[src/rtl/jtcop_pkg.sv]
// Shared definitions for the Dec0 68000 bus responder: FSM states, target
// priority order and read-class encoding.
package jtcop_pkg;

    typedef enum logic [2:0] {
        ST_IDLE,
        ST_SETTLE,
        ST_FAST,
        ST_SLOW,
        ST_ACK
    } state_t;

    typedef enum logic [1:0] {
        CLS_NONE,
        CLS_FAST,
        CLS_SLOW
    } cls_t;

    // Target indices, lowest index wins when several selects are active
    localparam int T_ROM    = 0;
    localparam int T_SYSRAM = 1;
    localparam int T_HUC    = 2;
    localparam int T_OBJ    = 3;
    localparam int T_PAL    = 4;
    localparam int T_DISP   = 5;
    localparam int T_CAB    = 6;
    localparam int T_SYS    = 7;
    localparam int T_DIP    = 8;
    localparam int T_PROT   = 9;
    localparam int NUM_TGT  = 10;

    localparam logic [15:0] OPEN_BUS_DEF = 16'hFFFF;

    // SDRAM and HuC targets need a handshake; everything else is on-chip
    function automatic cls_t tgt_class(input int idx);
        if (idx == T_ROM || idx == T_SYSRAM || idx == T_HUC)
            return CLS_SLOW;
        return CLS_FAST;
    endfunction

endpackage

[src/rtl/jtcop_dtack_mux.sv]
// Priority read-data mux: picks the highest-priority active select and
// reports its data, access class and (for handshaked targets) its ok flag.
module jtcop_dtack_mux
    import jtcop_pkg::*;
#(
    parameter logic [15:0] OPEN_BUS = OPEN_BUS_DEF
) (
    input  logic        rom_cs,
    input  logic        rom_ok,
    input  logic [15:0] rom_data,
    input  logic        sysram_cs,
    input  logic        ram_ok,
    input  logic [15:0] ram_data,
    input  logic        huc_cs,
    input  logic        huc_ok,
    input  logic [7:0]  huc_dout,
    input  logic        obj_cs,
    input  logic [15:0] obj_dout,
    input  logic [1:0]  pal_cs,
    input  logic [15:0] pal_dout,
    input  logic        disp_cs,
    input  logic [15:0] disp_dout,
    input  logic [2:0]  read_cs,
    input  logic [15:0] cab_io,
    input  logic [15:0] sys_io,
    input  logic [15:0] dipsw,
    input  logic        nexrm0_cs,
    input  logic [15:0] prot_dout,
    output logic [15:0] dout,
    output cls_t        cls,
    output logic        ok
);

    logic [NUM_TGT-1:0]       sel;
    logic [NUM_TGT-1:0]       tok;
    logic [NUM_TGT-1:0][15:0] tdat;

    always_comb begin
        sel  = '0;
        tok  = '1;
        tdat = '0;
        sel[T_ROM]    = rom_cs;     tdat[T_ROM]    = rom_data;  tok[T_ROM]    = rom_ok;
        sel[T_SYSRAM] = sysram_cs;  tdat[T_SYSRAM] = ram_data;  tok[T_SYSRAM] = ram_ok;
        sel[T_HUC]    = huc_cs;     tdat[T_HUC]    = {8'hFF, huc_dout};
        tok[T_HUC]    = huc_ok;
        sel[T_OBJ]    = obj_cs;     tdat[T_OBJ]    = obj_dout;
        sel[T_PAL]    = |pal_cs;    tdat[T_PAL]    = pal_dout;
        sel[T_DISP]   = disp_cs;    tdat[T_DISP]   = disp_dout;
        sel[T_CAB]    = read_cs[0]; tdat[T_CAB]    = cab_io;
        sel[T_SYS]    = read_cs[1]; tdat[T_SYS]    = sys_io;
        sel[T_DIP]    = read_cs[2]; tdat[T_DIP]    = dipsw;
        sel[T_PROT]   = nexrm0_cs;  tdat[T_PROT]   = prot_dout;
    end

    // Scan from lowest priority up so the highest-priority hit lands last
    always_comb begin
        dout = OPEN_BUS;
        cls  = CLS_NONE;
        ok   = 1'b0;
        for (int i = NUM_TGT-1; i >= 0; i--) begin
            if (sel[i]) begin
                dout = tdat[i];
                cls  = tgt_class(i);
                ok   = tok[i];
            end
        end
    end

endmodule

[src/rtl/jtcop_dtack.sv]
// 68000 DTACK generator for Dec0/Sly Spy: per-target wait states, latched
// read data and a bounded wait so a stuck handshake cannot hang the CPU.
module jtcop_dtack
    import jtcop_pkg::*;
#(
    parameter int          FAST_WAIT = 2,
    parameter int          TIMEOUT   = 255,
    parameter logic [15:0] OPEN_BUS  = OPEN_BUS_DEF
) (
    input  logic        clk,
    input  logic        rst,
    input  logic        ASn,
    input  logic        UDSn,
    input  logic        LDSn,
    input  logic        RnW,
    input  logic        rom_cs,
    input  logic        rom_ok,
    input  logic [15:0] rom_data,
    input  logic        sysram_cs,
    input  logic        ram_ok,
    input  logic [15:0] ram_data,
    input  logic        obj_cs,
    input  logic [15:0] obj_dout,
    input  logic [1:0]  pal_cs,
    input  logic [15:0] pal_dout,
    input  logic        disp_cs,
    input  logic [15:0] disp_dout,
    input  logic [2:0]  read_cs,
    input  logic [15:0] cab_io,
    input  logic [15:0] sys_io,
    input  logic [15:0] dipsw,
    input  logic        huc_cs,
    input  logic        huc_ok,
    input  logic [7:0]  huc_dout,
    input  logic        nexrm0_cs,
    input  logic [15:0] prot_dout,
    output logic        DTACKn,
    output logic [15:0] cpu_din,
    output logic        bus_err
);

    localparam logic [7:0] FW_CNT = 8'(FAST_WAIT - 1);
    localparam logic [7:0] TO_CNT = 8'(TIMEOUT);

    state_t      state, state_nx;
    cls_t        cls;
    logic [15:0] mux_dout;
    logic        mux_ok;
    logic [7:0]  cnt;
    logic        strobe, strobe_l, start;
    logic        timeout;
    logic [15:0] ack_data;
    logic        ack_rd;

    jtcop_dtack_mux #(.OPEN_BUS(OPEN_BUS)) u_mux (
        .rom_cs    (rom_cs),
        .rom_ok    (rom_ok),
        .rom_data  (rom_data),
        .sysram_cs (sysram_cs),
        .ram_ok    (ram_ok),
        .ram_data  (ram_data),
        .huc_cs    (huc_cs),
        .huc_ok    (huc_ok),
        .huc_dout  (huc_dout),
        .obj_cs    (obj_cs),
        .obj_dout  (obj_dout),
        .pal_cs    (pal_cs),
        .pal_dout  (pal_dout),
        .disp_cs   (disp_cs),
        .disp_dout (disp_dout),
        .read_cs   (read_cs),
        .cab_io    (cab_io),
        .sys_io    (sys_io),
        .dipsw     (dipsw),
        .nexrm0_cs (nexrm0_cs),
        .prot_dout (prot_dout),
        .dout      (mux_dout),
        .cls       (cls),
        .ok        (mux_ok)
    );

    assign strobe  = ASn | (UDSn & LDSn);
    assign start   = strobe_l & ~strobe;
    assign timeout = (state == ST_SLOW) && !mux_ok && (cnt >= TO_CNT);

    always_comb begin
        state_nx = state;
        case (state)
            ST_IDLE:   if (start) state_nx = ST_SETTLE;
            ST_SETTLE: begin
                case (cls)
                    CLS_SLOW: state_nx = ST_SLOW;
                    CLS_FAST: state_nx = ST_FAST;
                    default:  state_nx = ST_ACK;
                endcase
            end
            ST_FAST:   if (cnt >= FW_CNT) state_nx = ST_ACK;
            ST_SLOW:   if (mux_ok || timeout) state_nx = ST_ACK;
            ST_ACK:    state_nx = ST_ACK;
            default:   state_nx = ST_IDLE;
        endcase
        // Address strobe released ends (or aborts) the cycle from any state
        if (ASn) state_nx = ST_IDLE;
    end

    always_ff @(posedge clk) begin
        if (rst) begin
            state    <= ST_IDLE;
            // Treat the strobe as active so a cycle interrupted by reset
            // needs a fresh falling edge before it can be acknowledged
            strobe_l <= 1'b0;
            cnt      <= '0;
            DTACKn   <= 1'b1;
            cpu_din  <= '0;
            bus_err  <= 1'b0;
            ack_data <= '0;
            ack_rd   <= 1'b0;
        end else begin
            state    <= state_nx;
            strobe_l <= strobe;

            if (state == ST_IDLE && state_nx == ST_SETTLE)
                cnt <= '0;
            else if ((state == ST_SETTLE || state == ST_FAST || state == ST_SLOW)
                     && cnt != 8'hFF)
                cnt <= cnt + 8'd1;

            if (state != ST_ACK && state_nx == ST_ACK) begin
                ack_data <= timeout ? OPEN_BUS : mux_dout;
                ack_rd   <= RnW;
            end

            if (timeout && state_nx == ST_ACK)
                bus_err <= 1'b1;

            DTACKn <= !(state == ST_ACK && !ASn);
            if (state == ST_ACK && !ASn && ack_rd)
                cpu_din <= ack_data;
        end
    end

endmodule

[config.mk]
export PLATFORM = sky130hd
export DESIGN_NAME = jtcop_dtack
export DESIGN_NICKNAME = d
export VERILOG_FILES = /design/src/rtl/jtcop_pkg.sv /design/src/rtl/jtcop_dtack_mux.sv /design/src/rtl/jtcop_dtack.sv
export SDC_FILE = /design/constraint.sdc
export NUM_CORES = 1
export LEC_CHECK = 0
export CORE_MARGIN = 10
export CORE_UTILIZATION = 42
export DETAILED_ROUTE_END_ITERATION = 10
export PLACE_DENSITY = 0.87
export SETUP_SLACK_MARGIN = 0.3
export SYNTH_ARGS = -nofsm -noshare
export SYNTH_HDL_FRONTEND = slang
export SYNTH_SLANG_ARGS = --single-unit
[constraint.sdc]
create_clock -name clk -period 7.1 [get_ports clk]
set_input_delay 1.065 -clock clk [delete_from_list [all_inputs] [get_ports clk]]
set_output_delay 1.065 -clock clk [all_outputs]
set_load 0.01 [all_outputs]
==> summary.md <==
| Metric | Value |
|---|---|
| Worst slew pin tran | `roughly 730 ps` |
| Endpoints failing hold | `0` |
| Gr busiest metal | `met2` |
| Reg2reg setup slack | `around 4500 ps` |
| Cells resized by post-CTS repair | `0` |
| Syn Nets | `about 610` |
| Slew HR | `approximately 51%` |
| Met3 Use GR | `just over 8%` |
| Fin Hold WS | `approximately 460 ps` |
| Leakage | `approximately 1.8 nW` |
| Top_reg_cell synth | `dfxtp_1` |
| Synth Warn # | `0` |
| PwrDens | `about 130 nW/um2` |
| Worst setup path class | `primary input to register` |
| Compound-cell area share of the yosys netlist | `39.38%` |
| Reg-to-reg critical path startpoint | `cnt[1]` |
| Global route total overflow | `0` |
| Synth-to-Final Area Change | `60.40%` |
| Sequential share of power | `slightly below 40%` |
| # setup viols final | `0` |
| Total negative slack | `0 ps` |
| WP data arrival | `4550 ps` |
| Final min period | `4347 ps` |
| CTS buffer count | `5` |
| Die area | `11900 um2` |
| Starting density of the core | `43.13%` |
| Syn Area/Cell | `7.663 um2` |
| Hold EP | `cpu_din[9]` |
| Vias/cell | `5.953` |
| Core Rows | `32` |
| Crit Path Max Fanout | `20` |
| Chip height | `109.1 um` |
| Status | `finished, final reports clean` |
| Post-synth top area share | `between 20 and 30%` |
| GR Util met1 | `between 20% and 30%` |
| Clock root buffer | `clkbuf_8` |
| DRC | `0` |
| Vias in the first global route | `roughly 4100` |
| Fillers | `between 600 and 700` |
| EDFF count, synth | `0` |
| Reg2Reg Depth | `8` |
| # hold bufs at CTS | `0` |
| Synth top area cells | `dfxtp_1 (28%), a21oi_1 (8.9%), nand2_1 (7.4%)` |
| Met2 global-route usage | `between 30% and 40%` |
| Ratio of cells with drive above 1 in the final layout | `between 5 and 6%` |
| Synth async-reset ratio | `0%` |
| Max H-tree Level | `2` |
| Layout net count | `about 780` |
| Gr usage total | `a little under a quarter` |
| Core region area | `between 7000 and 8000 um2` |
| Mux contribution to synthesized area | `between 1.5 and 2%` |
| Clock share of power | `around a third` |
| Synth Area in Simple Gates | `a little over a fifth` |
| Sequential element share of the synthesized area | `28.23%` |
| Crit end category | `register` |
| Routed WL per cell | `between 20 and 25 um` |
| Worst Hold Class | `register to register` |
| Gpl congestion | `slightly below 0.9` |
| Fin Clk Skew | `about 7.6 ps` |
| Initial antenna violation count | `0` |
| Ports | `190` |
| Port Buf Inserts | `between 150 and 200` |
| Worst Path Required | `between 7000 and 8000 ps` |
| Gate power share | `between 20% and 30%` |
| Detailed Route Iter0 Violations | `230` |
| Post-synthesis adder-cell area fraction | `around 1.5%` |
| Pin count of the biggest net entering global routing | `37` |
| HPWL after detailed placement | `11.94 mm` |
| Xor-xnor portion of the synthesized cell area | `1.314%` |
| Peak supply drop | `0.06854 mV` |
| Worst Hold Depth | `2` |
| Final Max Slew Viols | `0` |
| Post-route ant nets | `0` |
| RR Endpoint | `ack_data[0]` |
| Ant diodes | `0` |
| Yosys reg bits | `47` |
| # Post-CTS Setup Buffers | `0` |
| RSZ-0062 raised after global routing | `no` |
| Synthesized area | `~3300 um2` |
| Fmax | `230.0 MHz` |
| Distinct cells, synth | `just under 60` |
| Maxcap violations | `0` |
| Worst Hold Launch | `cpu_din[9]` |
| Skew-Pair Late Insertion Delay | `approximately 300 ps` |
| Syn Inst Count | `around 440` |
| Longest Clk Path Bufs | `2` |
| Largest family of logic cells by synthesized area | `compound AO/OA/AOI/OAI gates` |
| Cell Int Power | `roughly 0.00052 W` |
| Switching share of power | `between 20% and 30%` |
| Routed Wire Length | `roughly 15 mm` |
| Startpoint Class | `primary input` |
| Fin crit share | `about 60%` |
| First-pass GRT wire length | `21.85 mm` |
| Net Switching | `around 0.00017 W` |
| Clk sink count | `47` |
| Clock transition at path regs | `90 ps` |
| DRT Pass-1 Iters | `5` |
| Routed vias | `approximately 4200` |
| CTS tree | `yes` |
| Synth area leader | `dfxtp_1` |
| Die X-Extent | `109.1 um` |
==> synth_stat cells (6+ instances only) <==
cell / instances
o221ai_1: 27
a221oi_1: 17
nand3_1: 6
inv_1: 9
a311oi_2: 10
buf_2: 6
o211ai_1: 8
and3_1: 8
clkbuf_1: 24
a21oi_1: 59
o21ai_0: 23
mux2i_1: 6
nor2b_1: 8
nor2_1: 30
nand2_1: 66
dfxtp_1: 47
==> state kept, by name, indices dropped and copies added (netlist names) <==
register	flops
state	3
ack_data	16
cpu_din	16
cnt	8
DTACKn	1
ack_rd	1
strobe_l	1
bus_err	1
==> routing by layer <==
| layer | up-vias | share of wire, % |
|---|---|---|
| li1 | 1996 | - |
| met1 | 1930 | 37 |
| met2 | 237 | 50 |
| met3 | 22 | 11 |
| met4 | 0 | 2.3 |
| met5 | - | 0 |
==> logic make-up after synthesis <==
logic type      count (synthesis)
compound gates                182
simple gates                  145
flops                          47
buf+inv                        46
mux                             6
xor+xnor                        5
fa+ha+maj                       4
==> stage by stage <==
stage               cell area (um2)  util [%]  std cells  setup slack (ps)  power [W]
finish                         5346     69.19        703              2753  0.0006865
global route                   5346     69.19        703              2434  0.0007097
CTS                            5346     69.19        703              2776  0.0006849
detailed placement             5214     67.47        695              2471  0.0004569
global placement               5214     67.47        695              2553  0.0004547
floorplan                      3333         -        435              3376  0.0003412
==> worst max-delay path: stages <==
cell             delay, ps
clkdlybuf4s50_1        680
nor2_1                 490
nand2_1                240
a31o_2                 270
ha_1                   310
nand2_1                 70
nor2_1                  40
o31a_1                 240
a211o_1                520
and2_4                 330
o221a_2                280
==> area by class of cell <==
class | instances | area (um2) | share of cell area (%)
Sequential cell | 47 | 940.9 | 17.60
Clock inverter | 2 | 60.06 | 1.123
Multi-Input combinational cell | 342 | 2182 | 40.81
Timing Repair Buffer | 193 | 1922 | 35.95
Clock buffer | 6 | 72.57 | 1.357
Tap cell | 102 | 127.6 | 2.387
Inverter | 11 | 41.29 | 0.7723
==> placed cells by master (no fill, tap or decap), types with 9 or more instances in the layout <==
| cell type | synthesis | layout |
|---|---|---|
| dfxtp_1 | 47 | 47 |
| nand2_1 | 66 | 66 |
| a311oi_2 | 10 | 10 |
| a221oi_1 | 17 | 17 |
| o221ai_1 | 27 | 27 |
| a21oi_1 | 59 | 59 |
| clkdlybuf4s50_1 | 0 | 189 |
| nor2_1 | 30 | 30 |
| inv_1 | 9 | 9 |
| o21ai_0 | 23 | 23 |
==> power groups by stage <==
stage                     Combinational [W]  Clock [W]  Sequential, W
final                              0.000188   0.000232       0.000266
after detailed placement           0.000184          0       0.000272
after global routing               0.000200   0.000243       0.000267
after floorplan                   0.0000695          0       0.000272
after CTS                          0.000186   0.000233       0.000266
after global placement             0.000182          0       0.000272
==> how the worst max path moves through the flow <==
| stage | from | end | cells after the start |
|---|---|---|---|
| final | sysram_cs | ack_data[0] | 11 |
| after global routing | sysram_cs | ack_data[3] | 11 |
| after CTS | sysram_cs | ack_data[0] | 11 |
| after detailed placement | sysram_cs | ack_data[0] | 11 |
| after global placement | sysram_cs | ack_data[0] | 11 |
| after floorplan | sysram_cs | ack_data[10] | 12 |
(Power assumes the default switching activity.)
